### config.mk
export PLATFORM = sky130hd
export DESIGN_NAME = output_classifier
export DESIGN_NICKNAME = d
export VERILOG_FILES = /design/src/rtl/output_classifier_pkg.sv /design/src/rtl/output_classifier.sv
export SDC_FILE = /design/constraint.sdc
export NUM_CORES = 1
export LEC_CHECK = 0
export CORE_MARGIN = 2
export CORE_UTILIZATION = 30
export DETAILED_ROUTE_END_ITERATION = 8
export DONT_BUFFER_PORTS = 1
export GPL_ROUTABILITY_DRIVEN = 0
export GPL_TIMING_DRIVEN = 0
export SKIP_LAST_GASP = 1
export SYNTH_ARGS = -nofsm -noshare
export SYNTH_HDL_FRONTEND = slang
export SYNTH_SLANG_ARGS = --single-unit
### constraint.sdc
create_clock -name clock -period 19.7 [get_ports clock]
set_clock_uncertainty 0.2 [all_clocks]
set_input_delay 3.94 -clock clock [delete_from_list [all_inputs] [get_ports clock]]
set_output_delay 3.94 -clock clock [all_outputs]
set_load 0.1 [all_outputs]
### src/rtl/output_classifier_pkg.sv
// Shared fixed-point definitions and the classifier state encoding.
// fixed_t is a signed Q(INTEGER_WIDTH).(FRACTION_WIDTH) score with bit
// indices [INTEGER_WIDTH-1:-FRACTION_WIDTH], so bit 0 is the units bit.
package output_classifier_pkg;

  localparam int INTEGER_WIDTH  = 8;
  localparam int FRACTION_WIDTH = 8;

  typedef logic signed [INTEGER_WIDTH-1:-FRACTION_WIDTH] fixed_t;

  typedef enum logic [1:0] {
    IDLE,
    SCAN,
    DONE,
    WAIT_LOW
  } classifier_state_t;

endpackage

### src/rtl/output_classifier.sv
// output_classifier: snapshots the network score array when outputs_ready
// is high, then finds the arg-max serially (one signed compare per clock).
// The winning index is offered on a valid/ready handshake.
//
// Ports:
//   clock          system clock, rising edge
//   reset          synchronous, active-high
//   outputs_ready  level from the network; outputs are stable while high
//   outputs        NUM_OUTPUTS signed fixed-point scores
//   class_valid    result available, held until accepted
//   class_ready    downstream accept
//   class_index    index of the maximum score (ties keep the lowest index)
//   class_score    winning score (only when CLASSIFIER_SCORE_EN is defined)
//
// Optional feature macro: CLASSIFIER_SCORE_EN exports the winning score.
module output_classifier
  import output_classifier_pkg::*;
#(
  parameter int NUM_OUTPUTS = 10,
  parameter int INDEX_WIDTH = ($clog2(NUM_OUTPUTS) > 0) ? $clog2(NUM_OUTPUTS) : 1
) (
  input  logic                   clock,
  input  logic                   reset,
  input  logic                   outputs_ready,
  input  fixed_t                 outputs [NUM_OUTPUTS],
  output logic                   class_valid,
  input  logic                   class_ready,
  output logic [INDEX_WIDTH-1:0] class_index
`ifdef CLASSIFIER_SCORE_EN
  ,
  output fixed_t                 class_score
`endif
);

  localparam logic [INDEX_WIDTH-1:0] LAST_IDX = INDEX_WIDTH'(NUM_OUTPUTS - 1);

  classifier_state_t      r_state;
  fixed_t                 r_snap [NUM_OUTPUTS];
  fixed_t                 r_best;
  logic [INDEX_WIDTH-1:0] r_best_idx;
  logic [INDEX_WIDTH-1:0] r_cnt;
`ifdef CLASSIFIER_SCORE_EN
  fixed_t                 r_score;
  assign class_score = r_score;
`endif

  always_ff @(posedge clock) begin
    if (reset) begin
      r_state     <= IDLE;
      class_valid <= 1'b0;
      class_index <= '0;
      r_best      <= '0;
      r_best_idx  <= '0;
      r_cnt       <= '0;
      for (int i = 0; i < NUM_OUTPUTS; i++) r_snap[i] <= '0;
`ifdef CLASSIFIER_SCORE_EN
      r_score     <= '0;
`endif
    end else begin
      case (r_state)
        IDLE: begin
          if (outputs_ready) begin
            for (int i = 0; i < NUM_OUTPUTS; i++) r_snap[i] <= outputs[i];
            // Element 0 seeds the running max, so the scan starts at 1.
            r_best     <= outputs[0];
            r_best_idx <= '0;
            r_cnt      <= INDEX_WIDTH'(1);
            r_state    <= (NUM_OUTPUTS == 1) ? DONE : SCAN;
          end
        end
        SCAN: begin
          // Strict '>' so an equal later score never displaces an earlier one.
          if (r_snap[r_cnt] > r_best) begin
            r_best     <= r_snap[r_cnt];
            r_best_idx <= r_cnt;
          end
          r_cnt <= r_cnt + 1'b1;
          if (r_cnt == LAST_IDX) r_state <= DONE;
        end
        DONE: begin
          // First DONE cycle registers the result; later cycles wait for accept.
          if (!class_valid) begin
            class_valid <= 1'b1;
            class_index <= r_best_idx;
`ifdef CLASSIFIER_SCORE_EN
            r_score     <= r_best;
`endif
          end else if (class_ready) begin
            class_valid <= 1'b0;
            // Stay off until the network drops ready so one result is not
            // reported twice.
            r_state     <= outputs_ready ? WAIT_LOW : IDLE;
          end
        end
        WAIT_LOW: begin
          if (!outputs_ready) r_state <= IDLE;
        end
        default: r_state <= IDLE;
      endcase
    end
  end

endmodule
==> reports/summary.md, run 1 <==
* edfxtp_1 — most frequently used flop master after synthesis
* 34.1% — utilization after layout
* primary input to flip-flop — Worst Path Class, Setup
* 64 — # rows
* 12.6% — relative area change from synthesis to final layout
* flip-flop — crit path capture type
* 0.00921 mm² — synthesized area
* 4.92 — via/cell ratio
* 30.3% — Starting Density
* 0 — DRC violations left
* 60 — largest net degree at the start of global routing
* 0 — hold buffers post-CTS
* 15.8% — overall fraction of global-route tracks in use
* 4.22% — grt met3 use
* 46.6 µV — Peak supply drop
* 5484 — total via count after detailed routing
* 350 — Starting DRT DRC Count
* 13.6 µm² — synthesized area per cell
* 0.07 ns — clock-pin slew of the registers on the worst-case setup and hold paths
* 2 — maximum buffer depth of the clock tree
* 31.5% — final period utilization
* 15.2% — ratio of cells with drive above 1 in the final layout
* 0 — count of pins over their slew limit
* 0 — post-route ant nets
* 0% — share of synthesized flip-flops with an asynchronous set or reset
* 880 — fin nets
* met2 — GRT busiest layer
* 0 — post-CTS sizing
* 35.8 mm — first-pass GRT wire length
* 0 — number of maximum-capacitance constraint violations
* false — setup repair after global routing missed its margin
* flip-flop to flip-flop — class of the most critical hold timing path
* 11 — initial antenna violation count
* primary input — startpoint type of the worst setup path
* 169 — boundary pin count
* 0 — number of setup buffers added after CTS
* 0 — number of port buffers
* 0 — final hold violation count
* 0.45 ns — insertion delay to the later sink of the worst-skew pair
* 6.30 ns — arrival time of data at the critical path endpoint
* 161 MHz — Fmax achieved
* 19.79 ns — Critical Path RT
* clkbuf_16 — cell chosen for the clock root
* 25.3% — M2 GR Usage
* 677 — Syn Inst Count
* 0 — global route overflow
* 3.67 nW — Lkg Pwr
* 5 — DRT Pass-1 Iters
* 1.08 ns — Worst Max-Slew Pin Slew
* 10 — crit path max fanout
* finished clean — run status
* 0 — yosys warns
* 19.8% — met1 Resource Use GR
* 6.20 ns — final critical path time including I/O delays and setup
* 28.0% — remaining max-slew budget at the tightest pin
* 0 — number of failing setup endpoints in the final timing report
* 95.8 mW/mm² — total power per unit cell area
* 179 µm — die extent in y
* 0.0321 mm² — Die Outline Area
* 195 — number of synthesized register bits
* 4 — total number of H-tree levels
* 0 ns — sum of negative setup slack
* 0.0304 mm² — Std-Cell Core Area
* 46 — number of different library cells in the post-synthesis netlist
* 859 — Post-Syn Nets
* 59.8% — part of the Yosys area used for sequential elements
* 5682 — vias in the first global route
* 17 — TritonCTS buffer count
* 24.4 mm — Final Routed Wirelength
* 18.2 mm — HPWL after DPL
* built — clock tree from TritonCTS
* 160 — count of flip-flops with a built-in enable after synthesis
* 195 — number of sinks on the clock net
* 179 µm — width of the die
* 21.9 µm — routed length per instance
layout by cell type (no fill, tap or decap), drive strengths merged, types with 2 or more instances in the layout:
| master | netlist | final |
|---|---|---|
| a211oi | 17 | 17 |
| a21oi | 42 | 42 |
| a221oi | 16 | 16 |
| a311oi | 2 | 2 |
| a41o | 2 | 2 |
| and2 | 161 | 161 |
| buf | 14 | 16 |
| clkbuf | 31 | 49 |
| clkinv | 0 | 7 |
| clkinvlp | 0 | 2 |
| dfxtp | 35 | 35 |
| diode | 0 | 8 |
| edfxtp | 160 | 160 |
| ha | 18 | 18 |
| inv | 17 | 22 |
| mux2 | 16 | 16 |
| mux2i | 21 | 21 |
| mux4 | 32 | 32 |
| nand2 | 5 | 5 |
| nand2b | 4 | 4 |
| nand4 | 8 | 8 |
| nor2 | 30 | 30 |
| nor2b | 21 | 21 |
| nor3 | 2 | 2 |
| o21ai | 5 | 5 |
| or3 | 2 | 2 |
worst max-delay path, cell delays in order:
cell      delay [ns]
inv_1           0.04
or3_1           0.44
nor2_1          0.77
clkbuf_1        0.34
clkbuf_1        0.50
and2_1          0.26
stage by stage:
stage,hold slack [ns],cells,worst slack (ns),total power [mW],instance area [µm²]
after detailed placement,0.271,1075,13.03,0.659,9760
final,0.280,1115,13.50,0.993,10400
after floorplan,0.242,677,10.68,0.616,9210
after CTS,0.284,1107,13.50,1.00,10300
after global placement,0.263,1073,8.72,0.659,9700
after global routing,0.301,1115,13.37,1.04,10400
cell type report:
type                            instances  area, µm²
Clock buffer                           18        439
Clock inverter                         14        144
Sequential cell                       195       5510
Inverter                               17       63.8
Buffer                                 45        191
Multi-Input combinational cell        420       3450
Fill cell                            2981      20100
Antenna cell                            8       20.0
Tap cell                              396        495
Timing Repair Buffer                    2       55.1
state kept, by name, summed over array words and instances, names as in the netlist, named ones only:
register	cells
r_cnt	4
r_best_idx	4
r_state	2
r_best	16
class_valid	1
class_index	4
r_snap	160
layer usage:
layer | routed length, µm | part of all wire [%]
met4 | 819 | 3.4
met3 | 1430 | 5.8
met5 | 16 | 0.065
met2 | 11900 | 49
met1 | 10300 | 42
logic make-up (layout without fill, tap and decap cells):
| kind of cell | Yosys count | in the layout | share of synthesized area, % |
|---|---|---|---|
| AND/OR/NAND/NOR | 239 | 239 | 15.4 |
| flip-flops | 195 | 195 | 59.8 |
| AO/OA/AOI/OAI | 94 | 94 | 7.50 |
| multiplexers | 69 | 69 | 12.1 |
| buffers and inverters | 62 | 96 | 2.77 |
| adder cells (fa/ha/maj) | 18 | 18 | 2.45 |
| other | 0 | 8 | 0 |
path summary, 6_finish.rpt:
kind / depth (start not counted) / startpoint / slack, ns / end
worst max-delay path: 6 / outputs_ready / 13.50 / r_snap[2][8]$_SDFFCE_PN0P_
worst min-delay path: 2 / r_best_idx[3]$_SDFFE_PP0P_ / 0.28 / r_best_idx[3]$_SDFFE_PP0P_
worst max register to register: 12 / flip-flop / 15.02 / r_best[4]$_SDFFE_PP0P_
worst min register to register: 2 / r_best_idx[3]$_SDFFE_PP0P_ / 0.28 / r_best_idx[3]$_SDFFE_PP0P_
where the power goes:
group | switching (mW) | internal, mW | leakage (nW)
Combinational | 0.0886 | 0.0637 | 1.37
Clock | 0.174 | 0.172 | 0.281
Sequential | 0.0120 | 0.483 | 2.01
cell usage after synthesis, drive strengths merged (4+ instances only):
master | n | area [µm²]
and2 | 161 | 1010
edfxtp | 160 | 4800
a21oi | 42 | 210
dfxtp | 35 | 701
mux4 | 32 | 721
clkbuf | 31 | 116
nor2 | 30 | 115
mux2i | 21 | 210
nor2b | 21 | 131
ha | 18 | 225
a211oi | 17 | 173
inv | 17 | 63.8
a221oi | 16 | 140
mux2 | 16 | 180
buf | 14 | 75.1
nand4 | 8 | 56.3
nand2 | 5 | 18.8
o21ai | 5 | 25.0
nand2b | 4 | 25.0
No activity file was read; power rests on OpenSTA's default activity.
==> inputs of run 2 (changes only) <==
clock period = 6.2 ns   (was 19.7 ns; I/O delays follow)
==> reports/summary.md, run 2 (synthesis gave the netlist of run 1 again) <==
* finished clean — run status
* 3.65 nW — Lkg Pwr
* 24.5 mm — Final Routed Wirelength
* buf_1 > mux4_2 > mux2_2 > nor2_1 > a21oi_1 > ha_1 > nand4_2 > a2111o_1 > a41oi_2 > buf_4 > a21oi_1 > a211oi_2 — cells traversed along the worst timing path
* 179 µm — width of the die
* 0.0103 mm² — cell area after layout
* 64 — # rows
* a21oi_1 — cell with the most instances on the worst path
* 65 — largest net degree at the start of global routing
* 4.87 — via/cell ratio
* 18.2 mm — HPWL after DPL
* flip-flop to flip-flop — Worst Path Class, Setup
* 17 — TritonCTS buffer count
* 0.0321 mm² — Die Outline Area
* and2_1 — commonest non-fill, non-tap cell in the layout
* 5545 — vias in the first global route
* 29.4% — remaining max-slew budget at the tightest pin
* 10 — crit path max fanout
* r_best[5]$_SDFFE_PP0P_ — destination of the worst register-to-register timing path
* 6.35 ns — Critical Path RT
* 4 — total number of H-tree levels
* 27.7% — proportion of total power due to net switching
* 2.27 mW — cell internal pwr
* 0.00976 mm² — placed instance area
* 34.4% — Clk network pwr share
* flip-flop to flip-flop — class of the most critical hold timing path
* clkbuf_16 — cell chosen for the clock root
* 4 — DRT Pass-1 Iters
* 30.3% — Starting Density
* buf_1 — Critical-path top delay cell
* 317 — Starting DRT DRC Count
* compound AO/OA/AOI/OAI gates — Top delay family on crit path
* 1075 — Placed Cells incl. Taps
* 160 — max reg flops
* built — clock tree from TritonCTS
* 0.78 ns — Critical Path Max Stage Delay
* 4.88 ns — arrival time of data at the critical path endpoint
* r_snap: 160 flops, r_best: 16 flops — biggest registers after layout
* 12.4% — relative area change from synthesis to final layout
* 880 — fin nets
* 0 — number of maximum-capacitance constraint violations
* 1.48 ns — FF-to-FF setup slack
* 4.72 ns — final critical path time including I/O delays and setup
* 0 — post-CTS sizing
* 0 — number of failing setup endpoints in the final timing report
* 158 µV — Peak supply drop
* 0 ns — sum of negative setup slack
* flip-flop — startpoint type of the worst setup path
* 0 — global route overflow
* 179 µm — die extent in y
* 0.0304 mm² — Std-Cell Core Area
* r_best_idx[3]$_SDFFE_PP0P_ — start point of the worst hold path
* 161 x and2_1, 160 x edfxtp_1, 42 x a21oi_1 — commonest cells after routing, fill and taps aside
* 12 — number of cells on the worst reg-to-reg path
* 0.08 ns — clock-pin slew of the registers on the worst-case setup and hold paths
* r_snap — register containing the most flip-flops in the final layout
* 12 — critical path depth in cells
* 0 — post-route ant nets
* 0 — count of pins over their slew limit
* 870 µW — switching component of the power
* 0.44 ns — insertion delay to the later sink of the worst-skew pair
* 2 — buffer and inverter count on the worst path
* 76.2% — final period utilization
* 304 mW/mm² — total power per unit cell area
* 9 — initial antenna violation count
* 0 — final hold violation count
* 0 — number of port buffers
* 5437 — total via count after detailed routing
* 2 — maximum buffer depth of the clock tree
* 0 — DRC violations left
* 15.6% — combinational share of power
* 1.06 ns — Worst Max-Slew Pin Slew
* flip-flop — crit path capture type
* 2 — worst hold path cell count
* false — setup repair after global routing missed its margin
* 35.2 mm — first-pass GRT wire length
* 212 MHz — Fmax achieved
* 1117 — number of standard cells in the layout, taps in and fillers out
* 50.0% — proportion of power drawn by flip-flops and latches
* 21.9 µm — routed length per instance
* 15.6% — overall fraction of global-route tracks in use
* 195 — number of sinks on the clock net
* 0 — number of setup buffers added after CTS
* 0 — hold buffers post-CTS
* r_best_idx[3]$_SDFFE_PP0P_ — hold endpoint
* 15.0% — ratio of cells with drive above 1 in the final layout
* 169 — boundary pin count
[run 2: cell types whose count changed in the layout (fill, tap and decap cells not counted), sizes merged]
cell / delta
clkinv: -3
inv: +2
diode: +2
clkinvlp: +1
[run 2: cell type report]
| cell class | count | area, µm² |
|---|---|---|
| flip-flops and latches | 195 | 5510 |
| repair buffers | 2 | 47.5 |
| clock inverters | 14 | 138 |
| fillers | 2988 | 20100 |
| inverters | 17 | 63.8 |
| multi-input cells | 420 | 3450 |
| well taps | 396 | 495 |
| plain buffers | 45 | 191 |
| diodes | 10 | 25.0 |
| clock buffers | 18 | 429 |
[run 2: power groups by stage]
| stage | registers (mW) | logic [mW] | clock network, mW |
|---|---|---|---|
| CTS | 1.57 | 0.496 | 1.11 |
| global route | 1.58 | 0.538 | 1.16 |
| global placement | 1.61 | 0.478 | 0 |
| detailed placement | 1.60 | 0.494 | 0 |
| floorplan | 1.59 | 0.357 | 0 |
| finish | 1.57 | 0.491 | 1.08 |
[run 2: per-stage QoR]
step                total power [mW]  util, %  setup WS (ns)  hold WS [ns]
floorplan                       1.95        -           1.74         0.242
CTS                             3.18     33.9           1.48         0.278
detailed placement              2.09     32.1           1.49         0.268
global placement                2.09     31.9          0.563         0.264
finish                          3.14     34.0           1.48         0.271
global route                    3.28     34.0           1.26         0.305
[run 2: layer usage]
| layer | up-vias | global-route usage [%] | wire length [µm] |
|---|---|---|---|
| met5 | - | 0 | 13 |
| met4 | 2 | 7.53 | 844 |
| met3 | 38 | 3.54 | 1290 |
| met2 | 147 | 25.3 | 12100 |
| met1 | 2694 | 19.6 | 10300 |
| li1 | 2556 | - | - |
[run 2: worst max-delay path by stage]
stage | end | startpoint
finish | r_best[5]$_SDFFE_PP0P_ | flip-flop
global route | r_best[9]$_SDFFE_PP0P_ | flip-flop
CTS | r_best[4]$_SDFFE_PP0P_ | flip-flop
detailed placement | r_best[4]$_SDFFE_PP0P_ | flip-flop
global placement | r_snap[4][15]$_SDFFCE_PN0P_ | reset
floorplan | r_snap[0][0]$_SDFFCE_PN0P_ | reset
[run 2: worst min-delay path: stages, from the launching register on]
cell and delay (ns):
dfxtp_1 0.31, nand2b_1 0.07, o21ai_1 0.05
